===== src/rtl/h264_dcquant_pkg.sv =====
// h264_dcquant_pkg: shared widths, MF table, rounding-offset helper and FSM states for the chroma DC quantiser.
package h264_dcquant_pkg;
  localparam int DCQ_IN_W = 16;
  localparam int DCQ_OUT_W = 12;
  localparam int DCQ_SAT = 2047;
  localparam logic [5:0][13:0] DCQ_MF = {14'd7282, 14'd8192, 14'd9362, 14'd10082, 14'd11916, 14'd13107};
  typedef enum logic {IDLE, LOAD} dcq_state_t;
  function automatic logic [31:0] dcq_f(input logic [3:0] qdiv, input logic intra);
    return (32'd1 << (5'd16 + 5'(qdiv))) / (intra ? 32'd3 : 32'd6);
  endfunction
endpackage


===== src/rtl/h264_dcquant_fifo.sv =====
// h264_dcquant_fifo: 4-deep, 12-bit synchronous FIFO with occupancy count.
module h264_dcquant_fifo
  import h264_dcquant_pkg::*;
(
  input  logic                 CLK,
  input  logic                 RESET,
  input  logic                 push_i,
  input  logic [DCQ_OUT_W-1:0] din_i,
  input  logic                 pop_i,
  output logic [DCQ_OUT_W-1:0] dout_o,
  output logic [2:0]           count_o
);
  logic [DCQ_OUT_W-1:0] mem_q [4];
  logic [1:0] wr_q, rd_q;
  logic [2:0] cnt_q;
  always_ff @(posedge CLK) begin
    if (push_i) mem_q[wr_q] <= din_i;
    if (RESET) begin
      wr_q <= '0;
      rd_q <= '0;
      cnt_q <= '0;
    end else begin
      wr_q <= wr_q + 2'(push_i);
      rd_q <= rd_q + 2'(pop_i);
      cnt_q <= cnt_q + 3'(push_i) - 3'(pop_i);
    end
  end
  assign dout_o = mem_q[rd_q];
  assign count_o = cnt_q;
endmodule


===== src/rtl/h264_dcquant.sv =====
// h264_dcquant: H.264 chroma DC quantiser, 3-stage pipeline into a 4-entry output FIFO; H264DCQ_NZFLAG_EN adds the NZ block flag.
module h264_dcquant
  import h264_dcquant_pkg::*;
(
  input  logic                 CLK,
  input  logic                 RESET,
  input  logic                 ENABLE,
  input  logic [DCQ_IN_W-1:0]  XXIN,
  input  logic [5:0]           QP,
  input  logic                 INTRA,
  output logic                 READYI,
  output logic                 VALID,
  output logic [DCQ_OUT_W-1:0] YYOUT,
  input  logic                 READYO
`ifdef H264DCQ_NZFLAG_EN
  ,output logic                NZ
`endif
);
  dcq_state_t state_q, state_d;
  logic [1:0] cnt_q, cnt_d;
  logic [5:0] qp_q;
  logic intra_q;
  logic s1_v, s2_v, s3_v;
  logic [15:0] s1_abs;
  logic s1_neg, s1_intra, s2_neg;
  logic [3:0] s1_qdiv;
  logic [2:0] s1_qmod;
  logic [31:0] s2_sum;
  logic [4:0] s2_sh;
  logic [DCQ_OUT_W-1:0] s3_z, fifo_dout;
  logic [2:0] fifo_cnt;
  logic accept, pop;
  logic [5:0] qp_c;
  logic intra_c;
  logic [31:0] mag_c;
  logic [10:0] sat_c;
  assign accept = ENABLE && (state_q == LOAD || READYI);
  assign qp_c = state_q == IDLE ? QP : qp_q;
  assign intra_c = state_q == IDLE ? INTRA : intra_q;
  always_ff @(posedge CLK) begin
    if (RESET) begin
      state_q <= IDLE;
      cnt_q <= '0;
    end else begin
      state_q <= state_d;
      cnt_q <= cnt_d;
    end
  end
  always_comb begin
    state_d = state_q;
    cnt_d = cnt_q;
    if (accept) begin
      cnt_d = cnt_q + 2'd1;
      state_d = cnt_q == 2'd3 ? IDLE : LOAD;
    end
  end
  // Only start a block once nothing is buffered or in flight, so it can never stall.
  always_comb begin
    READYI = state_q == IDLE && fifo_cnt == 3'd0 && !(s1_v || s2_v || s3_v);
  end
  always_ff @(posedge CLK) begin
    if (accept && state_q == IDLE) begin
      qp_q <= QP;
      intra_q <= INTRA;
    end
  end
  // Quantiser parameters travel with each coefficient through the pipeline.
  always_ff @(posedge CLK) begin
    if (RESET) begin
      s1_v <= 1'b0;
      s2_v <= 1'b0;
      s3_v <= 1'b0;
    end else begin
      s1_v <= accept;
      s2_v <= s1_v;
      s3_v <= s2_v;
    end
    s1_neg <= XXIN[DCQ_IN_W-1];
    s1_abs <= XXIN[DCQ_IN_W-1] ? -XXIN : XXIN;
    s1_qdiv <= 4'(qp_c / 6'd6);
    s1_qmod <= 3'(qp_c % 6'd6);
    s1_intra <= intra_c;
    s2_neg <= s1_neg;
    s2_sh <= 5'd16 + 5'(s1_qdiv);
    s2_sum <= 32'(s1_abs) * 32'(DCQ_MF[s1_qmod]) + dcq_f(s1_qdiv, s1_intra);
    s3_z <= s2_neg ? -{1'b0, sat_c} : {1'b0, sat_c};
  end
  assign mag_c = s2_sum >> s2_sh;
  assign sat_c = mag_c > 32'(DCQ_SAT) ? 11'(DCQ_SAT) : mag_c[10:0];
  h264_dcquant_fifo u_fifo (
    .CLK     (CLK),
    .RESET   (RESET),
    .push_i  (s3_v),
    .din_i   (s3_z),
    .pop_i   (pop),
    .dout_o  (fifo_dout),
    .count_o (fifo_cnt)
  );
  assign VALID = fifo_cnt != 3'd0;
  assign pop = VALID && READYO;
  assign YYOUT = VALID ? fifo_dout : '0;
`ifdef H264DCQ_NZFLAG_EN
  logic [1:0] oc_q;
  logic acc_q, nz_q, nzy;
  assign nzy = YYOUT != '0;
  always_ff @(posedge CLK) begin
    if (RESET) begin
      oc_q <= '0;
      acc_q <= 1'b0;
      nz_q <= 1'b0;
    end else if (pop) begin
      oc_q <= oc_q + 2'd1;
      acc_q <= oc_q == 2'd3 ? 1'b0 : acc_q | nzy;
      if (oc_q == 2'd3) nz_q <= acc_q | nzy;
    end
  end
  assign NZ = VALID && oc_q == 2'd3 ? acc_q | nzy : nz_q;
`endif
endmodule

===== config.mk =====
export PLATFORM = sky130hd
export DESIGN_NAME = h264_dcquant
export DESIGN_NICKNAME = d
export VERILOG_FILES = /design/src/rtl/h264_dcquant_pkg.sv /design/src/rtl/h264_dcquant_fifo.sv /design/src/rtl/h264_dcquant.sv
export SDC_FILE = /design/constraint.sdc
export NUM_CORES = 1
export LEC_CHECK = 0
export ABC_CLOCK_PERIOD_IN_PS = 92500
export CAP_MARGIN = 20
export CORE_MARGIN = 2
export CORE_UTILIZATION = 50
export CTS_CLUSTER_DIAMETER = 50
export DETAILED_ROUTE_END_ITERATION = 7
export PLACE_DENSITY = 0.65
export SLEW_MARGIN = 20
export SYNTH_ARGS = -nofsm -noshare
export SYNTH_HDL_FRONTEND = slang
export SYNTH_SLANG_ARGS = --single-unit

===== constraint.sdc =====
create_clock -name CLK -period 92.5 [get_ports CLK]
set_input_delay 18.5 -clock CLK [delete_from_list [all_inputs] [get_ports CLK]]
set_output_delay 18.5 -clock CLK [all_outputs]
set_load 0.02 [all_outputs]

---- Word level (Yosys, flattened, before mapping) ----
Memories as Yosys holds them, arrays and structs flattened. A register that Yosys moved wholly into a read port is not among the register bits.
Cells that the tools add are included.
storage, ports and cells
  bits in registers ....................... 95
  latch bits .............................. 0
  RAM bits ................................ 48
  memory bits (read-only) ................. 112
  input port bits ......................... 27
  output and inout bits ................... 14
  logic and storage cells ................. 65
  memories ................................ 2
memory list
  memory           depth  width  rd ports  clocked after Yosys merged registers in  wr ports  line                     RTL
  (no name shown)  8      14     1         1                                        0         h264_dcquant.sv:85       s2_sum <= 32'(s1_abs) * 32'(DCQ_MF[s1_qmod]) + dcq_f(s1_qdiv, s1_intra);
  u_fifo.mem_q     4      12     1         1                                        1         h264_dcquant_fifo.sv:13  logic [DCQ_OUT_W-1:0] mem_q [4];
operators by class
  add/sub/neg operators ................... 9
  multipliers ............................. 1
  divide/modulo/power cells ............... 3
  order comparisons ....................... 2
  equality and inequality tests ........... 1
  shift-type cells ........................ 2
  multiplexer cells ....................... 12
  bitwise logic cells ..................... 1
  reduce and logical (&&, ||, !) cells .... 11
operators by type and width
  cell                                                        number
  adder 30 x 32 -> 32 bit                                     1
  divider 32 x 32 -> 32 bit                                   1
  > comparator 32 x 11 -> 1 bit, second input constant        1
  left shift 1 x 5 -> 32 bit, first input constant            1
  right shift 32 x 5 -> 32 bit                                1
  multiplier 16 x 14 -> 30 bit                                1
  two-way mux 11 bit                                          2
  negator 16 bit                                              1
  two-way mux 15 bit                                          1
  two-way mux 14 bit                                          1
  two-way mux 12 bit                                          1
  negator 11 -> 12 bit                                        1
  divider 6 x 3 -> 6 bit, second input constant               1
  remainder unit 6 x 3 -> 6 bit, second input constant        1
  two-way mux 6 bit                                           1
  adder 5 x 4 -> 5 bit, first input constant                  1
  logical AND 1 bit                                           5
  adder 2 x 1 -> 2 bit                                        2
  less-than comparator 3 x 4 -> 1 bit, second input constant  1
  two-way mux 1 bit                                           4
  adder 3 x 1 -> 3 bit                                        1
  zero test 3 bit                                             1
  logical OR 1 bit                                            3
  two-way mux 3 bit                                           1
  7 further kinds                                             7

---- Longest topological paths before layout ----
  word-level depth ........................ 7
  mapped depth ............................ 153
  gate-level depth less buffers ........... 147

---- Cells and area by module ----
Synthesis repeated with hierarchy kept, for this count alone.
second synthesis, totals
  cells, all modules ...................... 2,353
  area, all modules ....................... 20,108.0 um^2
by module, submodules not included
  module             times used  cells an instance  area each (um^2)  seq. area each (um^2)
  h264_dcquant       1           2,261              18,047.3          1,691.6
  h264_dcquant_fifo  1           92                 2,060.7           1,581.5

---- Worst setup path before layout ----
No wires, ideal clock.
  path type ............................... reg-to-reg
  start point ............................. reg s1_intra
  end point ............................... reg s2_sum[29]
  setup time .............................. 0.123 ns
  arrival time ............................ 30.584 ns
  slack ................................... 61.792 ns
  cell stages (with the launch flop) ...... 148
  buffers on the path ..................... 6
  period minus slack after synthesis ...... 30.708 ns
  cells stage by stage .................... dfxtp_1 > buf_4 > inv_1 > ha_1 > o21ai_0 > nor2b_1 > ha_1 > o22a_1 > a211o_1 > o21ai_0 > ha_1 > o311ai_0 > o21a_1 > ha_1 > a211o_1 > o311ai_0 > mux2i_1 > ha_1 > [112 not listed] > inv_1 > fa_1 > inv_1 > fa_1 > fa_1 > fa_1 > ha_1 > a21o_1 > a21o_1 > a21oi_1 > o21ai_0 > a221o_1 > a21oi_1 > and2_1 > a311oi_2 > o31ai_1 > o21bai_1 > xor2_1
on the way
  longest elaborated chain between the ends .. 3
RTL lines
  what                       line                   RTL
  start: declaration         h264_dcquant.sv:25     logic s1_neg, s1_intra, s2_neg;
  start signal: assignment   h264_dcquant.sv:82     s1_intra <= intra_c;
  two-way mux 3 bit          h264_dcquant_pkg.sv:9  return (32'd1 << (5'd16 + 5'(qdiv))) / (intra ? 32'd3 : 32'd6);
  divider 32 x 32 -> 32 bit  h264_dcquant_pkg.sv:9
  adder 30 x 32 -> 32 bit    h264_dcquant.sv:85
  end signal: assignment     h264_dcquant.sv:85
  end: declaration           h264_dcquant.sv:28     logic [31:0] s2_sum;
No other way between the ends.
A chain may end at the register's enable or synchronous reset.

---- Worst setup path after layout ----
  start point ............................. reg s1_qdiv[1]
  end point ............................... reg s2_sum[29]
on the way
  longest elaborated chain between the ends .. 4
RTL lines
  what                        line                   RTL
  start: declaration          h264_dcquant.sv:26     logic [3:0] s1_qdiv;
  start signal: assignment    h264_dcquant.sv:80     s1_qdiv <= 4'(qp_c / 6'd6);
  adder 5 x 4 -> 5 bit        h264_dcquant_pkg.sv:9
  left shift 1 x 5 -> 32 bit  h264_dcquant_pkg.sv:9
  divider 32 x 32 -> 32 bit   h264_dcquant_pkg.sv:9
  adder 30 x 32 -> 32 bit     h264_dcquant.sv:85
No other way between the ends.

==> flow_summary_export.csv <==
group,metric,value,unit
setup_path,crit_required,92820,ps
cts,cts_hold_buf,0,
timing,clock.fmax,28.1,MHz
layout,fill_cells,3706,
place,port-buffer-count,40,
layout,final_cell_mix,"inv_1 (305), nand2_1 (281), fa_1 (196)",
setup_path,cpMostUsedCell,"ha_1",
floorplan,die_width,205,um
logic_synthesis,synth_edf_count,55,
cts,cts_buffer_depth,2,
setup_path,crit_arrival,35950,ps
logic_synthesis,netlist_area,20200,um2
grt,grt_usage,24.6,%
grt,antenna_found_initial,0,
floorplan,core,39700,um2
logic_synthesis,synthArstFlopShare,0,%
layout,final_common_cell,"inv_1",
logic_synthesis,synthDistinctLibCells,125,
route,vias,16800,
layout,final_layout_size_suffix_gt1_share,7.30,%
route,routed_via_density,5.83,
timing,slew_headroom,29.8,%
timing,rsz0062_at_grt,"no",
route,drc_errors,0,
timing,skew,10.4,ps
timing,post-route-period-util,38.5,%
grt,grt_start_max_net_pins,30,
timing,hold_viol_final,0,
status,outcome,"complete, no violations",
grt,grt_overflow,0,
grt,grt_pass1_wl,83700,um
setup_path,slowest_delay,670,ps
timing,tightest_slew,1050,ps
layout,area_growth,6.92,%
timing,setup_viol,0,
cts,clkSinkCount,136,
route,wl_per_cell,17.4,um
layout,utilization,54.2,%
cts,h-tree-depth,4,
setup_path,setup.worst_path.start,"s1_qdiv[1]$_DFF_P_",
cts,cts_resized,0,
job,cap_violations,0,
route,drtIter0Drc,1126,
setup_path,path_class,"reg2reg",
timing,tns,0,ps
floorplan,die_area,41900,um2
cts,clockRootBuffer,"clkbuf_16",
timing,final_max_slew_viol_count,0,
place,placed_area,21000,um2
place,gp_congestion,0.900,
logic_synthesis,synth_flop_cell,"dfxtp_1",
logic_synthesis,yosys_warnings,0,
logic_synthesis,syn_nets,2703,
setup_path,cp_top_family,"compound AO/OA/AOI/OAI gates",
floorplan,start_util,50.7,%
cts,clkTransAtPathRegs,70,ps
cts,cts_buffers,17,
logic_synthesis,syn_inst,2342,
setup_path,path_buf_inv,12,
layout,n_antenna_cell,0,
floorplan,die_h,205,um
setup_path,crit_slowest_cell,"dfxtp_1",
min_path,hp-start,"s1_neg$_DFF_P_",
setup_path,worstSetupStartpointType,"flop",
layout,final_net_count,2704,
layout,design_area,21500,um2
route,drt_pass1_iterations,5,
route,wl,50100,um
floorplan,ios,41,
logic_synthesis,synth-seq-cells,136,
timing,hold_ws,442,ps
setup_path,worst-path-max-fanout,16,
cts,clock_latency,440,ps
logic_synthesis,seq_area_frac_synth,16.2,%
cts,cts_tree,"done",
timing,period_minus_slack,35630,ps
place,hpwl,40700,um
route,ant_nets,0,
layout,multiInputGateArea,15400,um2
logic_synthesis,syn_avg_cell_area,8.60,um2
min_path,hp-class,"reg2reg",
layout,register_area,3270,um2
floorplan,rows,73,
cts,cts_setup_buffers,0,
setup_path,r2r-start,"s1_qdiv[1]$_DFF_P_",
setup_path,crit_path_end_kind,"flop",
grt,grt_pass1_vias,16900,
cell families (layout without fill, tap and decap cells):
kind of cell | Yosys count | after routing | share of synthesized area (%)
fa+ha+maj | 335 | 335 | 28.1
simple gates | 827 | 827 | 21.4
flops | 136 | 136 | 16.2
buf+inv | 378 | 392 | 7.26
mux | 71 | 71 | 4.68
xor+xnor | 105 | 105 | 4.68
compound gates | 490 | 490 | 17.6
final cells by class:
type,count,area share [%]
repair buffers,47,2.10
well taps,525,3.05
clock inverters,13,0.523
inverters,313,5.46
flip-flops and latches,136,15.2
multi-input cells,1828,71.6
clock buffers,19,2.11
metal layers:
metal	track usage [%]	vias up	part of all wire, %
li1	-	8131	-
met1	32.3	8188	45
met2	43.3	422	49
met3	2.47	65	4.0
met4	6.21	0	1.6
met5	0	-	0
flip-flops by register name, summed over array words and instances, names as in the netlist, named ones only:
| name | flops |
|---|---|
| u_fifo.mem_q | 48 |
| s1_abs | 16 |
| s2_sum | 16 |
| s3_z | 12 |
| qp_q | 6 |
| s1_qdiv | 4 |
| s2_sh | 4 |
| u_fifo.count_o | 3 |
| cnt_q | 2 |
| u_fifo.rd_q | 2 |
| u_fifo.wr_q | 2 |
| intra_q | 1 |
| s1_intra | 1 |
| s1_neg | 1 |
| s1_v | 1 |
| s2_neg | 1 |
| s2_v | 1 |
| s3_v | 1 |
| state_q | 1 |
final timing paths:
kind / to / slack, ps / cells past startpoint
min reg2reg: s2_neg$_DFF_P_ / 440 / 0
max: s2_sum[29]$_DFF_P_ / 56870 / 142
max reg2reg: s2_sum[29]$_DFF_P_ / 56870 / 142
min: s2_neg$_DFF_P_ / 440 / 0
Yosys cell counts, drive strengths merged (40+ instances only):
cell type | count | area, um2
nand2 | 283 | 1070
and2 | 81 | 508
fa | 196 | 3920
ha | 138 | 1730
xnor2 | 65 | 584
clkbuf | 45 | 169
a21oi | 96 | 484
dfxtp | 81 | 1620
o21ai | 96 | 488
nor3 | 47 | 267
nor2 | 163 | 634
inv | 310 | 1160
xor2 | 40 | 358
edfxtp | 55 | 1650
stage by stage:
| stage | instances | worst slack (ps) |
|---|---|---|
| after floorplan | 2342 | 61790 |
| after global placement | 2849 | 58970 |
| after detailed placement | 2849 | 57360 |
| after CTS | 2881 | 57220 |
| after global routing | 2881 | 54010 |
| final | 2881 | 56870 |
Power is left out: the tool's default activity adds up to more than one toggle a clock period on the data nets, which glitch-free logic cannot reach.
